--- config.mk ---
export PLATFORM = sky130hd
export DESIGN_NAME = bsg_one_hot_rotate_accum
export DESIGN_NICKNAME = d
export VERILOG_FILES = /design/src/rtl/bsg_one_hot_rotate_accum.sv
export SDC_FILE = /design/constraint.sdc
export NUM_CORES = 1
export LEC_CHECK = 0
export BUFFER_PORTS_ARGS = -buffer_cell sky130_fd_sc_hd__buf_2
export CELL_PAD_IN_SITES_DETAIL_PLACEMENT = 2
export CELL_PAD_IN_SITES_GLOBAL_PLACEMENT = 2
export CORE_MARGIN = 4
export CORE_UTILIZATION = 30
export DETAILED_ROUTE_END_ITERATION = 7
export PLACE_DENSITY_LB_ADDON = 0.1
export SYNTH_ARGS = -nofsm -noshare
export SYNTH_HDL_FRONTEND = slang
export SYNTH_SLANG_ARGS = --single-unit
--- constraint.sdc ---
create_clock -name clk_i -period 4.62 [get_ports clk_i]
set_input_delay 0.924 -clock clk_i [delete_from_list [all_inputs] [get_ports clk_i]]
set_output_delay 0.924 -clock clk_i [all_outputs]
set_load 0.05 [all_outputs]
--- src/rtl/bsg_one_hot_rotate_accum.sv ---
// One-hot position accumulator: each accepted increment rotates the pointer
// and loads a single-entry output register with the new position.
module bsg_one_hot_rotate_accum #(
    parameter int unsigned width_p          = 4,
    parameter int unsigned wrap_cnt_width_p = 8,
    localparam int unsigned bin_width_lp    = (width_p > 1) ? $clog2(width_p) : 1
) (
    input  logic                        clk_i,
    input  logic                        reset_i,
    input  logic                        clear_i,
    input  logic                        v_i,
    input  logic [width_p-1:0]          inc_i,
    output logic                        ready_o,
    output logic                        v_o,
    output logic [width_p-1:0]          pos_o,
    output logic [bin_width_lp-1:0]     pos_bin_o,
    output logic                        wrap_o,
    input  logic                        yumi_i,
    output logic [wrap_cnt_width_p-1:0] wrap_cnt_o
);

    logic [width_p-1:0]          pos_r;
    logic [width_p-1:0]          pos_n;
    logic [bin_width_lp-1:0]     pos_bin_r;
    logic [bin_width_lp-1:0]     pos_bin_n;
    logic                        v_r;
    logic                        wrap_r;
    logic                        wrap_n;
    logic [width_p-1:0]          wrap_terms;
    logic [wrap_cnt_width_p-1:0] wrap_cnt_r;
    logic                        accept;

    assign ready_o = ~reset_i & ~clear_i & (~v_r | yumi_i);
    assign accept  = v_i & ready_o;

    // One-hot add as a rotation: new bit j is set when pos bit (j-k) meets inc bit k.
    for (genvar j = 0; j < width_p; j++) begin : g_rot
        logic [width_p-1:0] terms;
        for (genvar k = 0; k < width_p; k++) begin : g_term
            localparam int unsigned src_lp = (j + width_p - k) % width_p;
            assign terms[k] = pos_r[src_lp] & inc_i[k];
        end
        assign pos_n[j] = |terms;
    end

    // Position p wraps for any increment k with p + k >= width_p.
    assign wrap_terms[0] = 1'b0;
    for (genvar p = 1; p < width_p; p++) begin : g_wrap
        assign wrap_terms[p] = pos_r[p] & (|inc_i[width_p-1:width_p-p]);
    end
    assign wrap_n = |wrap_terms;

    for (genvar b = 0; b < bin_width_lp; b++) begin : g_bin
        logic [width_p-1:0] hits;
        for (genvar j = 0; j < width_p; j++) begin : g_hit
            if (((j >> b) & 1) == 1) begin : g_on
                assign hits[j] = pos_n[j];
            end else begin : g_off
                assign hits[j] = 1'b0;
            end
        end
        assign pos_bin_n[b] = |hits;
    end

    always_ff @(posedge clk_i) begin
        if (reset_i | clear_i) begin
            pos_r      <= {{(width_p-1){1'b0}}, 1'b1};
            pos_bin_r  <= '0;
            v_r        <= 1'b0;
            wrap_r     <= 1'b0;
            wrap_cnt_r <= '0;
        end else if (accept) begin
            pos_r     <= pos_n;
            pos_bin_r <= pos_bin_n;
            wrap_r    <= wrap_n;
            v_r       <= 1'b1;
            if (wrap_n && (wrap_cnt_r != '1)) begin
                wrap_cnt_r <= wrap_cnt_r + {{(wrap_cnt_width_p-1){1'b0}}, 1'b1};
            end
        end else if (yumi_i) begin
            v_r <= 1'b0;
        end
    end

    assign v_o        = v_r;
    assign pos_o      = pos_r;
    assign pos_bin_o  = pos_bin_r;
    assign wrap_o     = wrap_r;
    assign wrap_cnt_o = wrap_cnt_r;

`ifndef SYNTHESIS
    always_ff @(posedge clk_i) begin
        if (!reset_i) begin
            assert (!(v_i && !$onehot(inc_i)))
                else $error("inc_i is not one-hot while v_i is set");
            assert (!(yumi_i && !v_r))
                else $error("yumi_i asserted while v_o is low");
        end
    end
`endif

endmodule
==> Flow_metrics.wiki, run 1 <==
{| class="wikitable"
! Metric !! Value
|-
| Final setup violation count || 0
|-
| Hold_sp || wrap_o
|-
| Root buffer cell || clkbuf_4
|-
| Hold buffer count at CTS || 0
|-
| Core utilization of the finished layout || 0.391
|-
| Per-cell via count in the routed design || 5.77
|-
| Number of global-route vias before repair || 902
|-
| Share of synthesized registers carrying an async set or reset || 0
|-
| Detailed placement HPWL || 1900 um
|-
| Dominant cell by count in the synthesized netlist || dfxtp_1
|-
| Antenna Nets Post-Route || 0
|-
| Number of cells produced by synthesis || 93
|-
| Data arrival time at the worst-slack endpoint || 1800 ps
|-
| Wire length of the first global-routing pass || 4400 um
|-
| Crit end category || output port
|-
| Clock tree from TritonCTS || done
|-
| Fraction of post-synthesis cell area in the top cell type by area || 0.391
|-
| Number of distinct library cell variants in the gate-level netlist after synthesis || 31
|-
| Number of setup buffers added after CTS || 0
|-
| Minimum setup slack after placement || 1880 ps
|-
| Class of the most critical setup path || primary input to output port
|-
| Worst-case reg-to-reg path depth || 5
|-
| Row count || 18
|-
| Worst-case hold slack || 479 ps
|-
| Crit start category || primary input
|-
| Slack of the worst reg-to-reg path || 2860 ps
|-
| Layout Area Growth over Synthesis || 21.7%
|-
| Post-route DRC || 0
|-
| Non-filler instance count after layout || 148
|-
| Chip Height || 60.2 um
|-
| Final Wtd Congestion || 0.695
|-
| Most instantiated cells after synthesis || 16 x dfxtp_1, 14 x nand2_1, 8 x mux2i_1
|-
| H-tree level count || 1
|-
| Headroom to the max-slew limit || 0.425
|-
| Number of cells on the worst hold path || 2
|-
| Routed WL per cell || 17.7 um
|-
| Dpl cells || 144
|-
| Global Route Usage Sum || 0.169
|-
| Clock sinks || 16
|-
| Accumulated negative setup slack || 0 ps
|-
| Number of buffers created by CTS || 3
|-
| Library cell with the largest summed area after synthesis || dfxtp_1
|-
| Total of max-cap violations || 0
|-
| I/O Pins || 26
|-
| Die Outline Area || 0.00363 mm^2
|-
| Synthesized flop and latch total || 16
|-
| Count of flip-flops with a built-in enable after synthesis || 0
|-
| Final number of max-transition violations || 0
|-
| Hold Crit Endpoint || wrap_o
|-
| Port buffer count || 25
|-
| Net Count, Synth || 103
|-
| Number of antenna repair diodes || 0
|-
| Pwr dens || 278 mW/mm^2
|-
| Dpl cell area || 960 um^2
|-
| Share of the cycle needed by the critical path after routing || 0.590
|-
| Clk_skew || 4.49 ps
|-
| Setup repair after global routing missed its margin || false
|-
| Worst hold-check path type || flop to flop
|-
| Overall Power || 277 uW
|-
| Min Tclk post-route || 2730 ps
|-
| Worst path required time || 3700 ps
|-
| Via count || 854
|-
| Area used by multi-input combinational logic || 477 um^2
|-
| Per-instance average area after synthesis || 8.80 um^2
|-
| Number of inserted filler cells in the final layout || 312
|-
| Antenna violations before repair || 0
|-
| Maximum operating frequency || 367 MHz
|-
| Clk buf depth || 2
|-
| Pleak || 0.434 nW
|-
| Congestion Overflow GR || 0
|-
| Count of routing violations after the opening detailed-route iteration || 46
|-
| Register area || 320 um^2
|-
| Share of post-route cells with drive strength above 1 || 0.280
|-
| DIE WIDTH || 60.2 um
|-
| Count of final hold-check violations || 0
|-
| Crit path setup slack, layout || 1890 ps
|-
| Seq/Total Area, Yosys || 0.391
|-
| CTS resizes || 0
|-
| Number of detailed-route iterations in the first pass || 4
|-
| Area of all placed cells without fillers || 996 um^2
|-
| Core outline area || 0.00254 mm^2
|-
| Yosys synthesis warning count || 0
|-
| DRT Wirelength || 2630 um
|-
| Endpoint of the worst-slack reg-to-reg timing path || wrap_cnt_o[7]
|-
| Worst-Margin Slew || 859 ps
|-
| Run status || finished, final reports clean
|-
| Net count reported at finish || 129
|-
| Top cells by area, synth || dfxtp_1 39%, mux2i_1 9.8%, nand2_1 6.4%
|-
| Maximum number of pins on one net before global-route repair || 13
|-
| Worst VDD drop || 0.130 mV
|-
| Starting utilization of the core area || 0.322
|-
| Biggest fanout along the worst timing path || 9
|-
| Clock-pin transition on the worst setup and hold timing paths || 110 ps
|-
| Cell area after synthesis || 818 um^2
|-
| Worst flop-to-flop path startpoint || wrap_cnt_o[0]
|-
| Launching element of the worst setup path || clear_i
|-
| Flip-flop cell with the highest count after synthesis || dfxtp_1
|-
| Clock network latency to the later pin of the worst-skew pair || 310 ps
|}
## sequential cells by signal, summed over array words and instances (netlist names)
| name | cells |
|---|---|
| pos_bin_o | 2 |
| pos_o | 4 |
| wrap_cnt_o | 8 |
| v_o | 1 |
| wrap_o | 1 |
## worst max-delay path by stage
stage | endpoint | slack, ps | depth (start not counted)
2_1_floorplan | ready_o | 1670 | 3
3_3_place_gp | ready_o | 1890 | 4
3_5_place_dp | ready_o | 1880 | 4
4_1_cts | ready_o | 1880 | 4
5_1_grt | ready_o | 1820 | 4
6_report | ready_o | 1890 | 4
## layout make-up
type	count	area share
multi-input combinational	73	0.479
clock buffer	4	0.0364
timing repair buffer	25	0.126
sequential	16	0.322
tap	30	0.0377
## report_power, final
group / internal (mW) / switching, mW / total, mW
clock: 0.0482 / 0.0558 / 0.104
combinational: 0.00952 / 0.0226 / 0.0321
sequential: 0.139 / 0.00164 / 0.141
total: 0.197 / 0.0801 / 0.277
## layout by cell type (no fill, tap or decap), types with 2 or more instances in the layout
cell type,count
and3_1,2
o21ai_0,3
nor2_1,4
nand4_1,6
buf_2,25
dfxtp_1,16
a21oi_1,6
mux2i_1,8
o31ai_1,2
a22oi_1,6
nand2_1,14
nor4_1,3
clkbuf_4,3
or3_1,2
a31oi_1,2
a211oi_1,2
## worst max-delay path, cell delays in order
cell and delay, ps:
buf_2 120, or2_2 370, nor2_1 120, buf_2 260
## routing by layer
layer,up-vias,share of wire,track usage
met4,0,0.030,0.104
met5,-,0,0
met1,419,0.47,0.220
met2,22,0.45,0.253
li1,406,-,-
met3,7,0.051,0.0324
## kinds of logic after synthesis
logic type	Yosys count	synth area share
and+or+nand+nor	41	0.286
AOI/OAI and AO/OA	23	0.183
DFF	16	0.391
muxes	8	0.0979
buffers and inverters	4	0.0260
adders and majority gates	1	0.0153
(Power assumes the default switching activity.)
==> run 2, diff against run 1 <==
--- a/config.mk
+++ b/config.mk
@@ -9,7 +9,7 @@
 export CELL_PAD_IN_SITES_DETAIL_PLACEMENT = 2
 export CELL_PAD_IN_SITES_GLOBAL_PLACEMENT = 2
 export CORE_MARGIN = 4
-export CORE_UTILIZATION = 30
+export CORE_UTILIZATION = 28
 export DETAILED_ROUTE_END_ITERATION = 7
 export PLACE_DENSITY_LB_ADDON = 0.1
 export SYNTH_ARGS = -nofsm -noshare
==> constraint.sdc (replaced) <==
create_clock -name clk_i -period 2.76 [get_ports clk_i]
set_input_delay 0.552 -clock clk_i [delete_from_list [all_inputs] [get_ports clk_i]]
set_output_delay 0.552 -clock clk_i [all_outputs]
set_load 0.05 [all_outputs]
==> run 2 against run 1 <==
Against the previous run: sequential cell count is the same; clock skew decreased by 0.63 ps; global-route usage shrank 1.6 points; worst hold slack got worse by 4.9 ps; combinational power up 72%; clock power rose by 59%; register-to-register slack worse by 1800 ps; final cell count increased by 2.0%; setup slack worse by 1100 ps; via count is 2.0% lower.
==> Flow_metrics.wiki, run 2 (synthesis gave the netlist of run 1 again) <==
{| class="wikitable"
! Metric !! Value
|-
| Congestion Overflow GR || 0
|-
| Root buffer cell || clkbuf_4
|-
| Port buffer count || 25
|-
| Per-cell via count in the routed design || 5.54
|-
| Overall Power || 456 uW
|-
| Share of post-route cells with drive strength above 1 || 0.292
|-
| Clock tree from TritonCTS || done
|-
| Net count reported at finish || 131
|-
| Most common cell after layout, fill and taps aside || buf_2
|-
| Clock sinks || 16
|-
| Run status || finished, final reports clean
|-
| Final number of max-transition violations || 0
|-
| Worst-case reg-to-reg path depth || 4
|-
| Number of cells on the worst hold path || 2
|-
| DIE WIDTH || 62.1 um
|-
| Via count || 837
|-
| Endpoint of the worst-slack reg-to-reg timing path || wrap_cnt_o[0]
|-
| Die Outline Area || 0.00385 mm^2
|-
| Share of the cycle needed by the critical path after routing || 0.722
|-
| Clk_skew || 3.86 ps
|-
| Class of the most critical setup path || primary input to output port
|-
| Number of buffers created by CTS || 3
|-
| Global Route Usage Sum || 0.153
|-
| Clock network latency to the later pin of the worst-skew pair || 290 ps
|-
| Layout Area Growth over Synthesis || 23.7%
|-
| Area of all placed cells without fillers || 0.00101 mm^2
|-
| Number of flip-flops in the largest register || 8
|-
| Number of antenna repair diodes || 0
|-
| Wire length of the first global-routing pass || 4230 um
|-
| Highest-count cells in the layout ignoring fill and taps || 25 x buf_2, 16 x dfxtp_1, 14 x nand2_1
|-
| Accumulated negative setup slack || 0 ps
|-
| Hold_sp || wrap_o
|-
| Final setup violation count || 0
|-
| Worst-Margin Slew || 343 ps
|-
| Crit start category || primary input
|-
| Crit end category || output port
|-
| Worst flop-to-flop path startpoint || pos_o[3]
|-
| Dpl cell area || 976 um^2
|-
| Number of setup buffers added after CTS || 0
|-
| Chip Height || 62.1 um
|-
| Routed WL per cell || 16.7 um
|-
| DRT Wirelength || 2520 um
|-
| Total of max-cap violations || 0
|-
| Post-route DRC || 0
|-
| Starting utilization of the core area || 0.294
|-
| I/O Pins || 26
|-
| Slack of the worst reg-to-reg path || 1020 ps
|-
| Worst path required time || 2210 ps
|-
| Worst hold-check path type || flop to flop
|-
| Launching element of the worst setup path || clear_i
|-
| Min Tclk post-route || 1990 ps
|-
| Final Wtd Congestion || 0.707
|-
| Detailed placement HPWL || 1970 um
|-
| Worst-case hold slack || 474 ps
|-
| Data arrival time at the worst-slack endpoint || 1440 ps
|-
| Pwr dens || 450 mW/mm^2
|-
| Antenna violations before repair || 0
|-
| Headroom to the max-slew limit || 0.769
|-
| Biggest fanout along the worst timing path || 9
|-
| Number of global-route vias before repair || 890
|-
| Pleak || 0.444 nW
|-
| Row count || 19
|-
| Setup repair after global routing missed its margin || false
|-
| Worst VDD drop || 0.231 mV
|-
| CTS resizes || 0
|-
| Hold Crit Endpoint || wrap_o
|-
| Clock-pin transition on the worst setup and hold timing paths || 110 ps
|-
| Clk buf depth || 2
|-
| Antenna Nets Post-Route || 0
|-
| Number of detailed-route iterations in the first pass || 4
|-
| Core outline area || 0.00278 mm^2
|-
| Hold buffer count at CTS || 0
|-
| H-tree level count || 1
|-
| Maximum number of pins on one net before global-route repair || 13
|-
| Count of routing violations after the opening detailed-route iteration || 32
|-
| Count of final hold-check violations || 0
|-
| Maximum operating frequency || 502 MHz
|}
run 2: cell types whose count changed in the layout (fill, tap and decap cells not counted), sizes merged:
cell	before	now
buf	25	27
run 2: how the worst max path moves through the flow:
stage	to	slack, ps	cells after the start
final	ready_o	770	4
after global placement	ready_o	780	4
after global routing	ready_o	730	4
after floorplan	ready_o	550	3
after CTS	ready_o	750	4
after detailed placement	ready_o	760	4
run 2: critical path: stages:
cell and delay (ps):
buf_2 120, or2_2 390, nor2_1 120, buf_2 260
run 2: power by group:
| part | total (mW) | internal, mW | switching (mW) |
|---|---|---|---|
| clock | 0.165 | 0.0804 | 0.0845 |
| combinational | 0.0552 | 0.0175 | 0.0377 |
| sequential | 0.236 | 0.233 | 0.00255 |
run 2: layer usage:
metal | share of wire | track usage | wire length (um) | up-vias
met2 | 0.48 | 0.240 | 1200 | 18
met5 | 0 | 0 | 0 | -
met4 | 0.0079 | 0.0636 | 20 | 0
met3 | 0.049 | 0.0372 | 123 | 2
li1 | - | - | - | 410
met1 | 0.47 | 0.198 | 1180 | 407
run 2: per-stage QoR:
stage	setup slack, ps	cells	utilization
detailed placement	757	147	0.351
global route	730	151	0.364
floorplan	554	93	-
global placement	777	147	0.351
finish	767	151	0.364
CTS	753	151	0.364
run 2: cell type report:
type / count / area (um^2)
multi-input combinational: 73 / 477
tap: 31 / 38.8
fill: 343 / 1770
timing repair buffer: 27 / 140
sequential: 16 / 320
clock buffer: 4 / 36.3
==> run 3, diff against run 2 <==
--- a/config.mk
+++ b/config.mk
@@ -5,11 +5,12 @@
 export SDC_FILE = /design/constraint.sdc
 export NUM_CORES = 1
 export LEC_CHECK = 0
+export ABC_AREA = 1
 export BUFFER_PORTS_ARGS = -buffer_cell sky130_fd_sc_hd__buf_2
 export CELL_PAD_IN_SITES_DETAIL_PLACEMENT = 2
 export CELL_PAD_IN_SITES_GLOBAL_PLACEMENT = 2
 export CORE_MARGIN = 4
-export CORE_UTILIZATION = 28
+export CORE_UTILIZATION = 26
 export DETAILED_ROUTE_END_ITERATION = 7
 export PLACE_DENSITY_LB_ADDON = 0.1
 export SYNTH_ARGS = -nofsm -noshare
==> constraint.sdc (replaced) <==
create_clock -name clk_i -period 2.1 [get_ports clk_i]
set_input_delay 0.42 -clock clk_i [delete_from_list [all_inputs] [get_ports clk_i]]
set_output_delay 0.42 -clock clk_i [all_outputs]
set_load 0.05 [all_outputs]
==> run 3 against run 2 <==
Against the previous run: highest routed layer unchanged; largest power group unchanged; clock power grew 32%; count of clock-buffer cells in the layout is the same; setup slack lost 180 ps; via count grew 17%; critical endpoint unchanged; clock skew shrank 2.8 ps.
==> Flow_metrics.wiki, run 3 <==
{| class="wikitable"
! Metric !! Value
|-
| Crit end category || output port
|-
| Number of antenna repair diodes || 0
|-
| Yosys synthesis warning count || 0
|-
| Data arrival time at the worst-slack endpoint || 1090 ps
|-
| Chip Height || 67.9 um
|-
| Post-route DRC || 0
|-
| H-tree level count || 1
|-
| Number of inserted filler cells in the final layout || 408
|-
| Starting utilization of the core area || 0.275
|-
| Clock tree from TritonCTS || done
|-
| Class of the most critical setup path || flop to output port
|-
| Cell area after synthesis || 933 um^2
|-
| Clk buf depth || 2
|-
| CTS resizes || 0
|-
| Detailed placement HPWL || 2120 um
|-
| Crit start category || flop
|-
| Worst path required time || 1680 ps
|-
| Clock sinks || 16
|-
| Share of synthesized registers carrying an async set or reset || 0
|-
| Root buffer cell || clkbuf_4
|-
| Highest-count cells in the layout ignoring fill and taps || 47 x nand2_1, 25 x buf_2, 17 x inv_1
|-
| Biggest fanout along the worst timing path || 2
|-
| Pwr dens || 519 mW/mm^2
|-
| Run status || finished, final reports clean
|-
| Final number of max-transition violations || 0
|-
| Pleak || 0.541 nW
|-
| Antenna Nets Post-Route || 0
|-
| Total of max-cap violations || 0
|-
| Net count reported at finish || 177
|-
| Die Outline Area || 0.00461 mm^2
|-
| Global Route Usage Sum || 0.140
|-
| Fraction of post-synthesis cell area in the top cell type by area || 0.343
|-
| Top cells by area, synth || dfxtp_1 34%, nand2_1 19%, a21oi_1 8.0%
|-
| Layout Area Growth over Synthesis || 23.1%
|-
| Worst VDD drop || 0.266 mV
|-
| Headroom to the max-slew limit || 0.658
|-
| Clk_skew || 1.07 ps
|-
| Hold buffer count at CTS || 0
|-
| Core outline area || 0.00339 mm^2
|-
| Worst-Margin Slew || 512 ps
|-
| Number of flip-flops in the largest register || 8
|-
| Net Count, Synth || 148
|-
| Number of global-route vias before repair || 1058
|-
| Count of routing violations after the opening detailed-route iteration || 28
|-
| Maximum operating frequency || 661 MHz
|-
| DRT Wirelength || 2660 um
|-
| Per-cell via count in the routed design || 4.64
|-
| Row count || 21
|-
| Dominant cell by count in the synthesized netlist || nand2_1
|-
| Per-instance average area after synthesis || 6.76 um^2
|-
| Min Tclk post-route || 1510 ps
|-
| Setup repair after global routing missed its margin || false
|-
| Synthesized flop and latch total || 16
|-
| Library cell with the largest summed area after synthesis || dfxtp_1
|-
| Most common cell after layout, fill and taps aside || nand2_1
|-
| Final Wtd Congestion || 0.770
|-
| Clock-pin transition on the worst setup and hold timing paths || 100 ps
|-
| Share of the cycle needed by the critical path after routing || 0.720
|-
| Port buffer count || 25
|-
| Wire length of the first global-routing pass || 4820 um
|-
| Seq/Total Area, Yosys || 0.343
|-
| Maximum number of pins on one net before global-route repair || 16
|-
| Count of final hold-check violations || 0
|-
| Number of cells produced by synthesis || 138
|-
| Accumulated negative setup slack || 0 ps
|-
| Most instantiated cells after synthesis || 47 x nand2_1, 17 x inv_1, 16 x dfxtp_1
|-
| Via count || 983
|-
| Antenna violations before repair || 0
|-
| DIE WIDTH || 67.9 um
|-
| Final setup violation count || 0
|-
| Worst hold-check path type || primary input to flop
|-
| Number of distinct library cell variants in the gate-level netlist after synthesis || 21
|-
| Clock network latency to the later pin of the worst-skew pair || 300 ps
|-
| Number of detailed-route iterations in the first pass || 2
|-
| Core utilization of the finished layout || 0.339
|-
| Share of post-route cells with drive strength above 1 || 0.253
|-
| I/O Pins || 26
|-
| Number of buffers created by CTS || 3
|-
| Number of setup buffers added after CTS || 0
|-
| Congestion Overflow GR || 0
|-
| Count of flip-flops with a built-in enable after synthesis || 0
|-
| Flip-flop cell with the highest count after synthesis || dfxtp_1
|-
| Routed WL per cell || 12.5 um
|-
| Worst-case hold slack || 369 ps
|}
==> run 3: cell types whose count changed after synthesis, sizes merged, moves of 6 or more <==
cell   delta
mux2i     -8
a22oi     -6
a21oi     +9
o21ai     +7
nor2      +7
nand2    +38
inv      +19
==> run 3: layer usage <==
| layer | track usage | share of wire | vias up |
|---|---|---|---|
| li1 | - | - | 494 |
| met1 | 0.180 | 0.47 | 468 |
| met2 | 0.230 | 0.48 | 17 |
| met3 | 0.0263 | 0.041 | 4 |
| met4 | 0.0521 | 0.012 | 0 |
| met5 | 0 | 0 | - |
==> run 3: final cells by class <==
class / instances / area [um^2] / area share
multi-input cells: 102 / 533 / 0.464
well taps: 46 / 57.6 / 0.0501
clock buffers: 4 / 36.3 / 0.0316
flip-flops and latches: 16 / 320 / 0.279
repair buffers: 25 / 125 / 0.109
inverters: 19 / 76.3 / 0.0664
==> run 3: worst paths after layout <==
kind                                    start             to  cells past startpoint  slack (ps)
worst min register to register   pos_bin_o[0]   pos_bin_o[0]                      2         470
worst min-delay path                  reset_i       pos_o[0]                      3         370
worst max-delay path                      v_o        ready_o                      4         590
worst max register to register  wrap_cnt_o[0]  wrap_cnt_o[5]                      8         680
==> run 3: logic make-up (layout without fill, tap and decap cells) <==
group	Yosys count	in the layout	share of synthesized area
flops	16	16	0.343
buf+inv	20	48	0.0858
simple gates	71	71	0.379
compound gates	27	27	0.150
fa+ha+maj	1	1	0.0134
xor+xnor	3	3	0.0282
==> run 3: metrics by stage <==
step | std cells | power, mW | worst slack, ps | instance area, um^2
5_1_grt | 212 | 0.632 | 473 | 1150
2_1_floorplan | 138 | 0.364 | 453 | 933
4_1_cts | 212 | 0.610 | 562 | 1150
3_5_place_dp | 208 | 0.387 | 614 | 1110
6_report | 212 | 0.596 | 588 | 1150
3_3_place_gp | 208 | 0.385 | 625 | 1110
==> run 3: worst max-delay path, stage by stage (launching register included) <==
cell	delay, ps
dfxtp_1	330
nand2_2	90
nand2_4	70
inv_1	50
buf_2	250
==> run 3: where the power goes <==
| part | switching, mW | internal (mW) | total [mW] |
|---|---|---|---|
| registers | 0.00238 | 0.306 | 0.308 |
| clock network | 0.112 | 0.106 | 0.218 |
| logic | 0.0499 | 0.0198 | 0.0698 |
